File: src/rtl/wd_pkg.sv
// Shared definitions for the watchdog feeder: FSM state encoding, trip counter
// width and the default timing constants also used by the watchdog block.
package wd_pkg;

  typedef enum logic [2:0] {
    ST_DISABLED = 3'd0,
    ST_RUN      = 3'd1,
    ST_FEED     = 3'd2,
    ST_RECOVER  = 3'd3,
    ST_HOLDOFF  = 3'd4
  } wd_state_e;

  localparam int TRIP_W = 8;

  localparam int DEF_N_SRC          = 4;
  localparam int DEF_FEED_PERIOD    = 1000;
  localparam int DEF_FEED_WIDTH     = 2;
  localparam int DEF_HB_WINDOW      = 2000;
  localparam int DEF_RECOVER_CYCLES = 16;

endpackage

File: src/rtl/wd_hb_mon.sv
// One heartbeat window counter: counts idle cycles while active and raises the
// stale flag once the count saturates at HB_WINDOW.
module wd_hb_mon
  import wd_pkg::*;
#(
  parameter int HB_WINDOW = DEF_HB_WINDOW
) (
  input  logic clk,
  input  logic rst_n,
  input  logic clr_i,
  input  logic act_i,
  input  logic hb_i,
  output logic stale_o
);

  localparam int CW = $clog2(HB_WINDOW + 1);
  localparam logic [CW-1:0] WIN = CW'(HB_WINDOW);

  logic [CW-1:0] cnt_q, cnt_d;
  logic          stale_q, stale_d;

  // A strobe in the same cycle the window closes wins over going stale.
  always_comb begin
    cnt_d   = cnt_q;
    stale_d = stale_q;
    if (clr_i) begin
      cnt_d   = '0;
      stale_d = 1'b0;
    end else if (act_i) begin
      if (hb_i) begin
        cnt_d   = '0;
        stale_d = 1'b0;
      end else begin
        if (cnt_q != WIN) cnt_d = cnt_q + 1'b1;
        stale_d = (cnt_d == WIN);
      end
    end
  end

  always_ff @(posedge clk or negedge rst_n) begin
    if (!rst_n) begin
      cnt_q   <= '0;
      stale_q <= 1'b0;
    end else begin
      cnt_q   <= cnt_d;
      stale_q <= stale_d;
    end
  end

  assign stale_o = stale_q;

endmodule

File: src/rtl/wd_feeder.sv
// Watchdog feeder: feeds on a fixed cadence while all heartbeat sources are
// alive, and sequences a bounded recovery reset of the switch core on a trip.
module wd_feeder
  import wd_pkg::*;
#(
  parameter int N_SRC          = DEF_N_SRC,
  parameter int FEED_PERIOD    = DEF_FEED_PERIOD,
  parameter int FEED_WIDTH     = DEF_FEED_WIDTH,
  parameter int HB_WINDOW      = DEF_HB_WINDOW,
  parameter int RECOVER_CYCLES = DEF_RECOVER_CYCLES
) (
  input  logic              clk,
  input  logic              rst_n,
  input  logic              en,
  input  logic [N_SRC-1:0]  hb,
  input  logic              wdog,
  output logic              feed,
  output logic              sys_rst_n,
  output logic              recovering,
  output logic [N_SRC-1:0]  stale,
  output logic [TRIP_W-1:0] trip_cnt
);

  localparam int PW   = $clog2(FEED_PERIOD);
  localparam int TMAX = (FEED_WIDTH > RECOVER_CYCLES) ? FEED_WIDTH : RECOVER_CYCLES;
  localparam int TW   = $clog2(TMAX + 1);

  localparam logic [PW-1:0] PER_LAST  = PW'(FEED_PERIOD - 1);
  localparam logic [TW-1:0] FEED_LAST = TW'(FEED_WIDTH - 1);
  localparam logic [TW-1:0] REC_LAST  = TW'(RECOVER_CYCLES - 1);

  function automatic logic [TRIP_W-1:0] sat_inc(input logic [TRIP_W-1:0] v);
    return (v == {TRIP_W{1'b1}}) ? v : v + 1'b1;
  endfunction

  wd_state_e         state_q, state_d;
  logic [PW-1:0]     per_q, per_d;
  logic [TW-1:0]     tmr_q, tmr_d;
  logic [TRIP_W-1:0] trip_q, trip_d;
  logic              feed_q, srst_n_q, rec_q;
  logic              hb_act, hb_clr;

  // Trip beats disable, disable beats a pending feed.
  always_comb begin
    state_d = state_q;
    case (state_q)
      ST_DISABLED: if (en) state_d = ST_RUN;
      ST_RUN: begin
        if (wdog)                                      state_d = ST_RECOVER;
        else if (!en)                                  state_d = ST_DISABLED;
        else if ((per_q == PER_LAST) && (stale == '0)) state_d = ST_FEED;
      end
      ST_FEED: begin
        if (wdog)                     state_d = ST_RECOVER;
        else if (!en)                 state_d = ST_DISABLED;
        else if (tmr_q == FEED_LAST)  state_d = ST_RUN;
      end
      ST_RECOVER: if (tmr_q == REC_LAST) state_d = ST_HOLDOFF;
      ST_HOLDOFF: if (!wdog) state_d = en ? ST_RUN : ST_DISABLED;
      default:    state_d = ST_DISABLED;
    endcase
  end

  // Period counter only runs inside an unbroken RUN stretch and parks on its
  // last value while feeding is withheld for a stale source.
  always_comb begin
    per_d = '0;
    if ((state_q == ST_RUN) && (state_d == ST_RUN))
      per_d = (per_q == PER_LAST) ? per_q : per_q + 1'b1;
  end

  always_comb begin
    tmr_d = '0;
    if ((state_d == state_q) && ((state_q == ST_FEED) || (state_q == ST_RECOVER)))
      tmr_d = tmr_q + 1'b1;
  end

  assign trip_d = ((state_d == ST_RECOVER) && (state_q != ST_RECOVER)) ? sat_inc(trip_q) : trip_q;

  assign hb_act = (state_q == ST_RUN) || (state_q == ST_FEED);
  assign hb_clr = (state_q == ST_DISABLED) ||
                  ((state_q == ST_HOLDOFF) && (state_d != ST_HOLDOFF));

  always_ff @(posedge clk or negedge rst_n) begin
    if (!rst_n) begin
      state_q  <= ST_DISABLED;
      per_q    <= '0;
      tmr_q    <= '0;
      trip_q   <= '0;
      feed_q   <= 1'b0;
      srst_n_q <= 1'b1;
      rec_q    <= 1'b0;
    end else begin
      state_q  <= state_d;
      per_q    <= per_d;
      tmr_q    <= tmr_d;
      trip_q   <= trip_d;
      feed_q   <= (state_d == ST_FEED);
      srst_n_q <= (state_d != ST_RECOVER);
      rec_q    <= (state_d == ST_RECOVER) || (state_d == ST_HOLDOFF);
    end
  end

  for (genvar i = 0; i < N_SRC; i++) begin : g_hb
    wd_hb_mon #(.HB_WINDOW(HB_WINDOW)) u_mon (
      .clk     (clk),
      .rst_n   (rst_n),
      .clr_i   (hb_clr),
      .act_i   (hb_act),
      .hb_i    (hb[i]),
      .stale_o (stale[i])
    );
  end

  assign feed       = feed_q;
  assign sys_rst_n  = srst_n_q;
  assign recovering = rec_q;
  assign trip_cnt   = trip_q;

endmodule

File: config.mk
export PLATFORM = sky130hd
export DESIGN_NAME = wd_feeder
export DESIGN_NICKNAME = d
export VERILOG_FILES = /design/src/rtl/wd_pkg.sv /design/src/rtl/wd_hb_mon.sv /design/src/rtl/wd_feeder.sv
export SDC_FILE = /design/constraint.sdc
export NUM_CORES = 1
export LEC_CHECK = 0
export CELL_PAD_IN_SITES_DETAIL_PLACEMENT = 0
export CELL_PAD_IN_SITES_GLOBAL_PLACEMENT = 2
export CORE_ASPECT_RATIO = 0.6
export CORE_UTILIZATION = 27
export CTS_BUF_LIST = sky130_fd_sc_hd__clkbuf_2 sky130_fd_sc_hd__clkbuf_4 sky130_fd_sc_hd__clkbuf_8
export CTS_CLUSTER_SIZE = 16
export DETAILED_ROUTE_END_ITERATION = 6
export PLACE_DENSITY = 0.67
export SLEW_MARGIN = 15
export SYNTH_ARGS = -nofsm -noshare
export SYNTH_HDL_FRONTEND = slang
export SYNTH_SLANG_ARGS = --single-unit
export TNS_END_PERCENT = 50
File: constraint.sdc
create_clock -name clk -period 3.2 [get_ports clk]
set_clock_uncertainty 0.2 [all_clocks]
set_input_delay 0.64 -clock clk [delete_from_list [all_inputs] [get_ports clk]]
set_output_delay 0.64 -clock clk [all_outputs]
set_load 0.01 [all_outputs]
==> impl_results.md, run 1 <==
- Status: completed
- Average wire per standard cell: 15.1 um
- Finished Core Util: 32.0%
- Clock slew at reported path FFs: 90 ps
- Final setup violation count: 0
- Top-count cell post-synth: dfrtp_1
- Mapped cell area: 0.00478 mm2
- Post-synth top cells: dfrtp_1 (76), o21ai_0 (58), nor2_1 (57), nand2_1 (44)
- VDD IR-drop max: 257 uV
- Routed WL: 11900 um
- Metal3 WL: 311 um
- Area fraction of the dominant cell type after synthesis: 39.8%
- Cell area after layout: 0.00551 mm2
- Crit path kind: flip-flop to flip-flop
- Number of CTS-inserted buffers: 9
- DP Wirelength: 8280 um
- Hold_buf cts: 0
- Ys async rst share: 100%
- Fillcell total: 1783
- Required time of the critical path: 3250 ps
- Layout cell share with drive strength beyond 1: 10.4%
- Clk buf depth: 2
- Mapped Cells: 534
- Die H: 105 um
- Final worst path period share: 88.1%
- Final count of hold timing violations: 0
- H-Tree Depth: 3
- Final worst path period need: 2820 ps
- Core Region: 0.0172 mm2
- Routed wl met2: 4900 um
- Largest net degree at the start of global routing: 46
- Residual DRC: 0
- Flops & latches, synth: 77
- Average size of a mapped cell: 8.94 um2
- Nets@finish: 575
- Max-Cap Viols: 0
- WL met1: 6620 um
- Diodes inserted: 0
- I/O Buffers: 22
- CTS tree: built
- Relative slew slack: 56.2%
- Yosys warnings: 0
- Initial Util: 27.7%
- Setup ws final: 381 ps
- Top cells by area, synth: dfrtp_1 (40%), o21ai_0 (6.1%), nor2_1 (4.5%), xor2_1 (3.7%), nand2_1 (3.5%)
- Power per cell area: 658 mW/mm2
- Uppermost routed layer: met4
- First-pass GRT wire length: 20200 um
- I/O pins: 23
- Critical Path Start Type: flip-flop
- Root buffer cell: clkbuf_8
- Grt total ovfl: 0
- Post-synth EDFFs: 0
- Clock Latency Late Sink: 360 ps
- GPL Wtd Cong: 0.828
- Iteration-0 DRC Markers: 284
- GR Util All Layers: 13.9%
- Chip width: 174 um
- Synth area leader: dfrtp_1
- CP max FO: 10
- Die area: 0.0182 mm2
- Fmax: 355 MHz
- Final setup TNS: 0 ps
- Leakage power: 2.29 nW
- Placement Setup Slack: -173 ps
- Vias: 3918
- Hold Slack: 90.9 ps
- Type of the worst min-delay path: input port to asynchronous set/reset pin
- Seq/Total Area, Yosys: 40.4%
- Worst-margin pin slew: 657 ps
- DP Area: 0.00527 mm2
- Crit path DAT: 2870 ps
- Number of library cell types mapped by synthesis: 67
- Initial antenna violation count: 0
- Vias in the first global route: 3758
- Max-slew violations: 0
- RSZ-0062 raised after global routing: false
- Drt pass-1 iters: 4
- Crit end category: flip-flop
- Row cnt: 37
- Area Growth Syn to Fin: 15.4%
- Mapped Nets: 555
- Post-route ant nets: 0
- Predominant post-synthesis flop cell: dfrtp_1
- Vias per cell: 4.94
- Clk sinks: 77
-- kinds of logic (layout without fill, tap and decap cells) --
kind of cell	after synthesis	in the layout	share of synthesized area, %
adders and majority gates	13	13	3.41
AOI/OAI and AO/OA	138	138	19.2
DFF	77	77	40.4
xor gates and xnor gates	30	30	5.89
buffers and inverters	47	72	4.79
muxes	3	3	0.655
and+or+nand+nor	226	226	25.7
-- layer usage --
| metal | up-vias | track usage, % |
|---|---|---|
| met2 | 35 | 18.9 |
| met3 | 8 | 3.02 |
| met5 | - | 0 |
| met1 | 1916 | 21.5 |
| met4 | 0 | 3.38 |
| li1 | 1959 | - |
-- power breakdown --
group	leakage, nW	internal, W	switching (W)
Sequential	1.05	0.00109	0.000170
Clock	0.123	0.000508	0.000394
Combinational	1.12	0.000546	0.000920
-- state kept, by name (all words and copies together), names as in the netlist --
register,flops
feed,1
g_hb.u_mon.cnt_q,44
g_hb.u_mon.stale_o,4
per_q,10
recovering,1
state_q,3
sys_rst_n,1
tmr_q,5
trip_cnt,8
-- metrics by stage --
stage / total power (W) / cells
4_1_cts: 0.00368 / 793
3_3_place_gp: 0.00276 / 777
6_report: 0.00363 / 793
5_1_grt: 0.00389 / 793
3_5_place_dp: 0.00276 / 777
2_1_floorplan: 0.00226 / 534
-- layout make-up --
class | instances | area (um2) | share of cell area (%)
Inverter | 18 | 67.6 | 1.23
Clock inverter | 4 | 77.6 | 1.41
Multi-Input combinational cell | 410 | 2630 | 47.7
Clock buffer | 12 | 165 | 3.00
Sequential cell | 77 | 1930 | 35.0
Timing Repair Buffer | 38 | 350 | 6.36
Tap cell | 234 | 293 | 5.31
-- placed cells by master, fill, tap and decap left out, types with 12 or more instances in the layout --
cell,synthesis,routed
ha_1,13,13
clkbuf_8,0,12
nor2_1,57,56
inv_1,17,17
xor2_1,20,20
a21oi_1,19,19
clkdlybuf4s50_1,0,21
nand2_1,44,44
buf_4,4,16
and3_1,17,17
nor3_1,18,18
dfrtp_1,76,76
nand3_1,19,19
o21ai_0,58,58
-- timing repair --
action | 4_1_cts | 5_1_grt
buffers inserted | 0 | 0
resized for setup | 0 | 1
setup endpoints to repair | 0 | 16
-- final timing paths --
check	startpoint	cells after the start	slack (ps)	to
max	tmr_q[1]	9	380	tmr_q[4]
min	rst_n	1	90	trip_cnt[6]
max reg2reg	tmr_q[1]	9	380	tmr_q[4]
min reg2reg	g_hb[3].u_mon.cnt_q[9]	1	290	g_hb[3].u_mon.cnt_q[9]
max in group asynchronous	rst_n	2	2070	g_hb[0].u_mon.cnt_q[4]
min in group clk	g_hb[3].u_mon.cnt_q[9]	1	290	g_hb[3].u_mon.cnt_q[9]
-- worst max-delay path, stage by stage (launching register included) --
cell       delay, ps
dfrtp_1          380
ha_1             190
and3_1           170
ha_1             200
or2b_4           130
a21oi_1           60
a311oi_1         250
nor2b_2          570
xnor2_4          190
a2111oi_2        370
(Power assumes the default switching activity.)
==> run 2: changes to the inputs <==
--- a/config.mk
+++ b/config.mk
@@ -12,7 +12,7 @@
 export CTS_BUF_LIST = sky130_fd_sc_hd__clkbuf_2 sky130_fd_sc_hd__clkbuf_4 sky130_fd_sc_hd__clkbuf_8
 export CTS_CLUSTER_SIZE = 16
 export DETAILED_ROUTE_END_ITERATION = 6
-export PLACE_DENSITY = 0.67
+export PLACE_DENSITY = 0.6
 export SLEW_MARGIN = 15
 export SYNTH_ARGS = -nofsm -noshare
 export SYNTH_HDL_FRONTEND = slang
==> impl_results.md, run 2 (same netlist as run 1, synthesis figures left out) <==
- Die H: 105 um
- Type of the worst min-delay path: input port to asynchronous set/reset pin
- Crit path DAT: 2930 ps
- Grt total ovfl: 0
- GR Util met1: 21.4%
- Routed WL: 11900 um
- Final setup TNS: 0 ps
- Final worst path period share: 90.1%
- Clock Latency Late Sink: 360 ps
- Top reg by flops: g_hb.u_mon.cnt_q
- Power per cell area: 627 mW/mm2
- Reg2reg start: tmr_q[0]
- Chip width: 174 um
- Row cnt: 37
- Leakage power: 2.24 nW
- Relative slew slack: 52.8%
- I/O Buffers: 22
- CP cell instances: ha_1 -> and3_1 -> ha_1 -> or2b_4 -> a21oi_1 -> a311oi_1 -> nor2b_1 -> buf_4 -> nor3b_2 -> mux2_2
- H-Tree Depth: 3
- Most frequent cells in the layout: dfrtp_1 (76), o21ai_0 (58), nor2_1 (56)
- Max-Cap Viols: 0
- Worst-margin pin slew: 707 ps
- Fmax: 347 MHz
- Area Growth Syn to Fin: 13.3%
- Crit-path slowest cell: dfrtp_1
- Setup bufs post-CTS: 0
- Terminus of the critical flop-to-flop path: trip_cnt[1]
- Post-CTS Resized: 0
- VDD IR-drop max: 328 uV
- Final worst path period need: 2880 ps
- Die area: 0.0182 mm2
- R2R Setup Slk: 320 ps
- Diodes inserted: 0
- GPL Wtd Cong: 0.814
- Fin cells: 788
- Worst setup path startpoint: tmr_q[0]
- Residual DRC: 0
- Commonest non-fill, non-tap cell in the layout: dfrtp_1
- Crit path kind: flip-flop to flip-flop
- Psw: 0.00144 W
- Layout cell share with drive strength beyond 1: 9.57%
- Status: completed
- Cell mode on critical path: ha_1
- Number of CTS-inserted buffers: 9
- Clock slew at reported path FFs: 70 ps
- Post-route ant nets: 0
- Vias in the first global route: 3653
- Switching share of power: 42.5%
- Initial antenna violation count: 0
- CP top delay family: simple AND/OR/NAND/NOR gates
- Fillcell total: 1800
- CTS tree: built
- Max-slew violations: 0
- RSZ-0062 raised after global routing: false
- Critical Path Start Type: flip-flop
- CP max FO: 9
- Average wire per standard cell: 15.1 um
- Met3 usage: 3.13%
- Root buffer cell: clkbuf_8
- Iteration-0 DRC Markers: 260
- Hold_buf cts: 0
- Required time of the critical path: 3240 ps
- Clock Power Share: 20.1%
- Drt pass-1 iters: 4
- DP Wirelength: 8430 um
- Comb pwr share: 42.6%
- Vias: 3903
- Largest net degree at the start of global routing: 52
- Internal: 0.00195 W
- Final count of hold timing violations: 0
- Register-to-Register Path Depth: 10
- Nets@finish: 570
- CP Buf/Inv Count: 1
- Met2 usage: 18.4%
- Max reg flops: 44
- Slowest stage delay, CP: 440 ps
- Clk buf depth: 2
- Crit end category: flip-flop
- I/O pins: 23
- Final setup violation count: 0
- Register share of total power: 37.3%
- First-pass GRT wire length: 19700 um
- Initial Util: 27.7%
- Placed cell count: 772
- Clk sinks: 77
- Core Region: 0.0172 mm2
- GRT busiest layer: met1
- GR Util All Layers: 13.6%
- Vias per cell: 4.95
## run 2: cell types whose count changed in the layout (fill, tap and decap cells not counted), moves of 2 or more
| cell | change |
|---|---|
| buf_4 | -5 |
| clkbuf_4 | +5 |
| clkbuf_8 | -3 |
| bufinv_16 | -2 |
## run 2: per-stage QoR
stage / power (W) / utilization (%) / worst slack, ps / instance area [um2] / hold slack (ps)
floorplan: 0.00226 / - / 547 / 4780 / 144
global placement: 0.00275 / 30.4 / 337 / 5230 / 290
detailed placement: 0.00274 / 30.4 / 300 / 5230 / 275
CTS: 0.00346 / 31.4 / 311 / 5410 / 151
global route: 0.00365 / 31.4 / 183 / 5410 / 177
finish: 0.00339 / 31.4 / 318 / 5410 / 118
## run 2: power by group through the flow
stage / sequential [W] / combinational (W) / clock [W]
2_1_floorplan: 0.00123 / 0.00103 / 0
3_3_place_gp: 0.00128 / 0.00147 / 0
3_5_place_dp: 0.00128 / 0.00146 / 0
4_1_cts: 0.00126 / 0.00147 / 0.000724
5_1_grt: 0.00129 / 0.00160 / 0.000756
6_report: 0.00127 / 0.00145 / 0.000681
## run 2: worst max path at each step
stage               cells after the start  slack, ps     endpoint
floorplan                              10        550  trip_cnt[1]
global placement                        8        340  trip_cnt[1]
detailed placement                      8        300     tmr_q[4]
CTS                                    10        310  trip_cnt[1]
global route                           10        180  trip_cnt[1]
finish                                 10        320  trip_cnt[1]
## run 2: per-layer routing
layer  up-vias  wire length, um
li1       1962                -
met1      1875             6720
met2        56             4650
met3        10              468
met4         0               97
met5         -                0
## run 2: final cells by class
type / instances / area [um2] / area share [%]
flip-flops and latches: 77 / 1930 / 35.6
repair buffers: 33 / 313 / 5.78
well taps: 234 / 293 / 5.41
inverters: 18 / 67.6 / 1.25
clock inverters: 2 / 13.8 / 0.254
multi-input cells: 410 / 2630 / 48.7
clock buffers: 14 / 161 / 2.98
==> run 3: changes to the inputs <==
--- a/config.mk
+++ b/config.mk
@@ -10,9 +10,9 @@
 export CORE_ASPECT_RATIO = 0.6
 export CORE_UTILIZATION = 27
 export CTS_BUF_LIST = sky130_fd_sc_hd__clkbuf_2 sky130_fd_sc_hd__clkbuf_4 sky130_fd_sc_hd__clkbuf_8
-export CTS_CLUSTER_SIZE = 16
 export DETAILED_ROUTE_END_ITERATION = 6
 export PLACE_DENSITY = 0.6
+export SETUP_SLACK_MARGIN = 0.4
 export SLEW_MARGIN = 15
 export SYNTH_ARGS = -nofsm -noshare
 export SYNTH_HDL_FRONTEND = slang
==> impl_results.md, run 3 (same netlist as run 1, synthesis figures left out) <==
- CTS tree: built
- Leakage power: 2.25 nW
- Uppermost routed layer: met4
- Fmax: 368 MHz
- Iteration-0 DRC Markers: 286
- Clock Power Share: 19.7%
- Power per cell area: 630 mW/mm2
- Grt total ovfl: 0
- Clock slew at reported path FFs: 70 ps
- Drt pass-1 iters: 4
- Final count of hold timing violations: 0
- CP max FO: 9
- Vias: 3887
- I/O Buffers: 22
- Max reg flops: 44
- Max-Cap Viols: 0
- Routed wl met2: 4700 um
- Required time of the critical path: 3230 ps
- DP Wirelength: 8430 um
- Initial antenna violation count: 0
- Final setup TNS: 0 ps
- Worst-margin pin slew: 711 ps
- Root buffer cell: clkbuf_8
- Die H: 105 um
- Crit end category: flip-flop
- Core Region: 0.0172 mm2
- Die area: 0.0182 mm2
- GR Util All Layers: 13.7%
- Number of CTS-inserted buffers: 9
- I/O pins: 23
- Relative slew slack: 52.6%
- Area Growth Syn to Fin: 13.9%
- Final setup violation count: 0
- Crit path kind: flip-flop to flip-flop
- Psw: 0.00145 W
- Max-slew violations: 0
- Final worst path period need: 2720 ps
- Average wire per standard cell: 15.1 um
- Diodes inserted: 0
- Comb pwr share: 43.5%
- Final worst path period share: 85.0%
- Layout cell share with drive strength beyond 1: 9.89%
- Chip width: 174 um
- RSZ-0062 raised after global routing: false
- GPL Wtd Cong: 0.814
- Power, Total: 0.00342 W
- Crit path DAT: 2750 ps
- Post-route ant nets: 0
- First-pass GRT wire length: 19700 um
- Clk sinks: 77
- Status: completed
- Commonest non-fill, non-tap cell in the layout: dfrtp_1
- Most frequent cells in the layout: dfrtp_1 (76), o21ai_0 (58), nor2_1 (56)
- Nets@finish: 572
- Row cnt: 37
- Top reg by flops: g_hb.u_mon.cnt_q
- H-Tree Depth: 3
- Residual DRC: 0
- Type of the worst min-delay path: input port to asynchronous set/reset pin
- Clk buf depth: 2
- Initial Util: 27.7%
- Register share of total power: 36.8%
- Clock Latency Late Sink: 350 ps
- Vias per cell: 4.92
- Critical Path Start Type: flip-flop
- Metal3 WL: 300 um
- Internal: 0.00197 W
- VDD IR-drop max: 328 uV
- Switching share of power: 42.4%
- Routed WL: 12000 um
- Hold_buf cts: 0
- Largest net degree at the start of global routing: 52
- Vias in the first global route: 3657
- WL met1: 6910 um
## run 3: power by group through the flow
stage          Sequential [W]  Clock [W]  Combinational, W
2_1_floorplan         0.00123          0           0.00103
6_report              0.00126   0.000675           0.00149
5_1_grt               0.00128   0.000756           0.00165
3_3_place_gp          0.00128          0           0.00147
3_5_place_dp          0.00128          0           0.00146
4_1_cts               0.00126   0.000724           0.00150
## run 3: worst max-delay path: stages (launching register included)
cell,delay (ps)
dfrtp_1,400
ha_1,220
and3_1,190
ha_1,220
or2b_4,260
a21oi_1,120
a311oi_1,60
nor2b_1,160
buf_4,190
nor3b_4,230
mux2_2,350
## run 3: through the flow
step	setup slack, ps	std cells	hold WS [ps]	utilization [%]	area (um2)
finish	480	790	132	31.6	5440
CTS	478	790	151	31.5	5430
global route	400	790	177	31.6	5440
global placement	337	772	290	30.4	5230
detailed placement	300	772	275	30.4	5230
floorplan	547	534	144	-	4780
## run 3: path summary, 6_finish.rpt
path	from	to	slack (ps)	cells past startpoint
worst max-delay path	tmr_q[1]	trip_cnt[1]	480	10
worst min-delay path	rst_n	trip_cnt[4]	130	1
worst max register to register	tmr_q[1]	trip_cnt[1]	480	10
worst min register to register	trip_cnt[5]	trip_cnt[5]	290	1
max in group asynchronous	rst_n	sys_rst_n	2010	2
min in group clk	trip_cnt[5]	trip_cnt[5]	290	1
## run 3: per-layer routing
| layer | track usage (%) | vias to the layer above |
|---|---|---|
| li1 | - | 1963 |
| met1 | 21.4 | 1889 |
| met2 | 18.4 | 33 |
| met3 | 3.13 | 2 |
| met4 | 3.07 | 0 |
| met5 | 0 | - |
## run 3: final cells by class
class / instances / area, um2
Fill cell: 1797 / 11800
Multi-Input combinational cell: 410 / 2650
Sequential cell: 77 / 1930
Timing Repair Buffer: 35 / 328
Tap cell: 234 / 293
Clock buffer: 14 / 161
Inverter: 18 / 67.6
Clock inverter: 2 / 13.8
## run 3: repair_timing
action,4_1_cts,5_1_grt
gates resized for setup,1,1
setup buffers,2,0
setup endpoints to repair,6,14
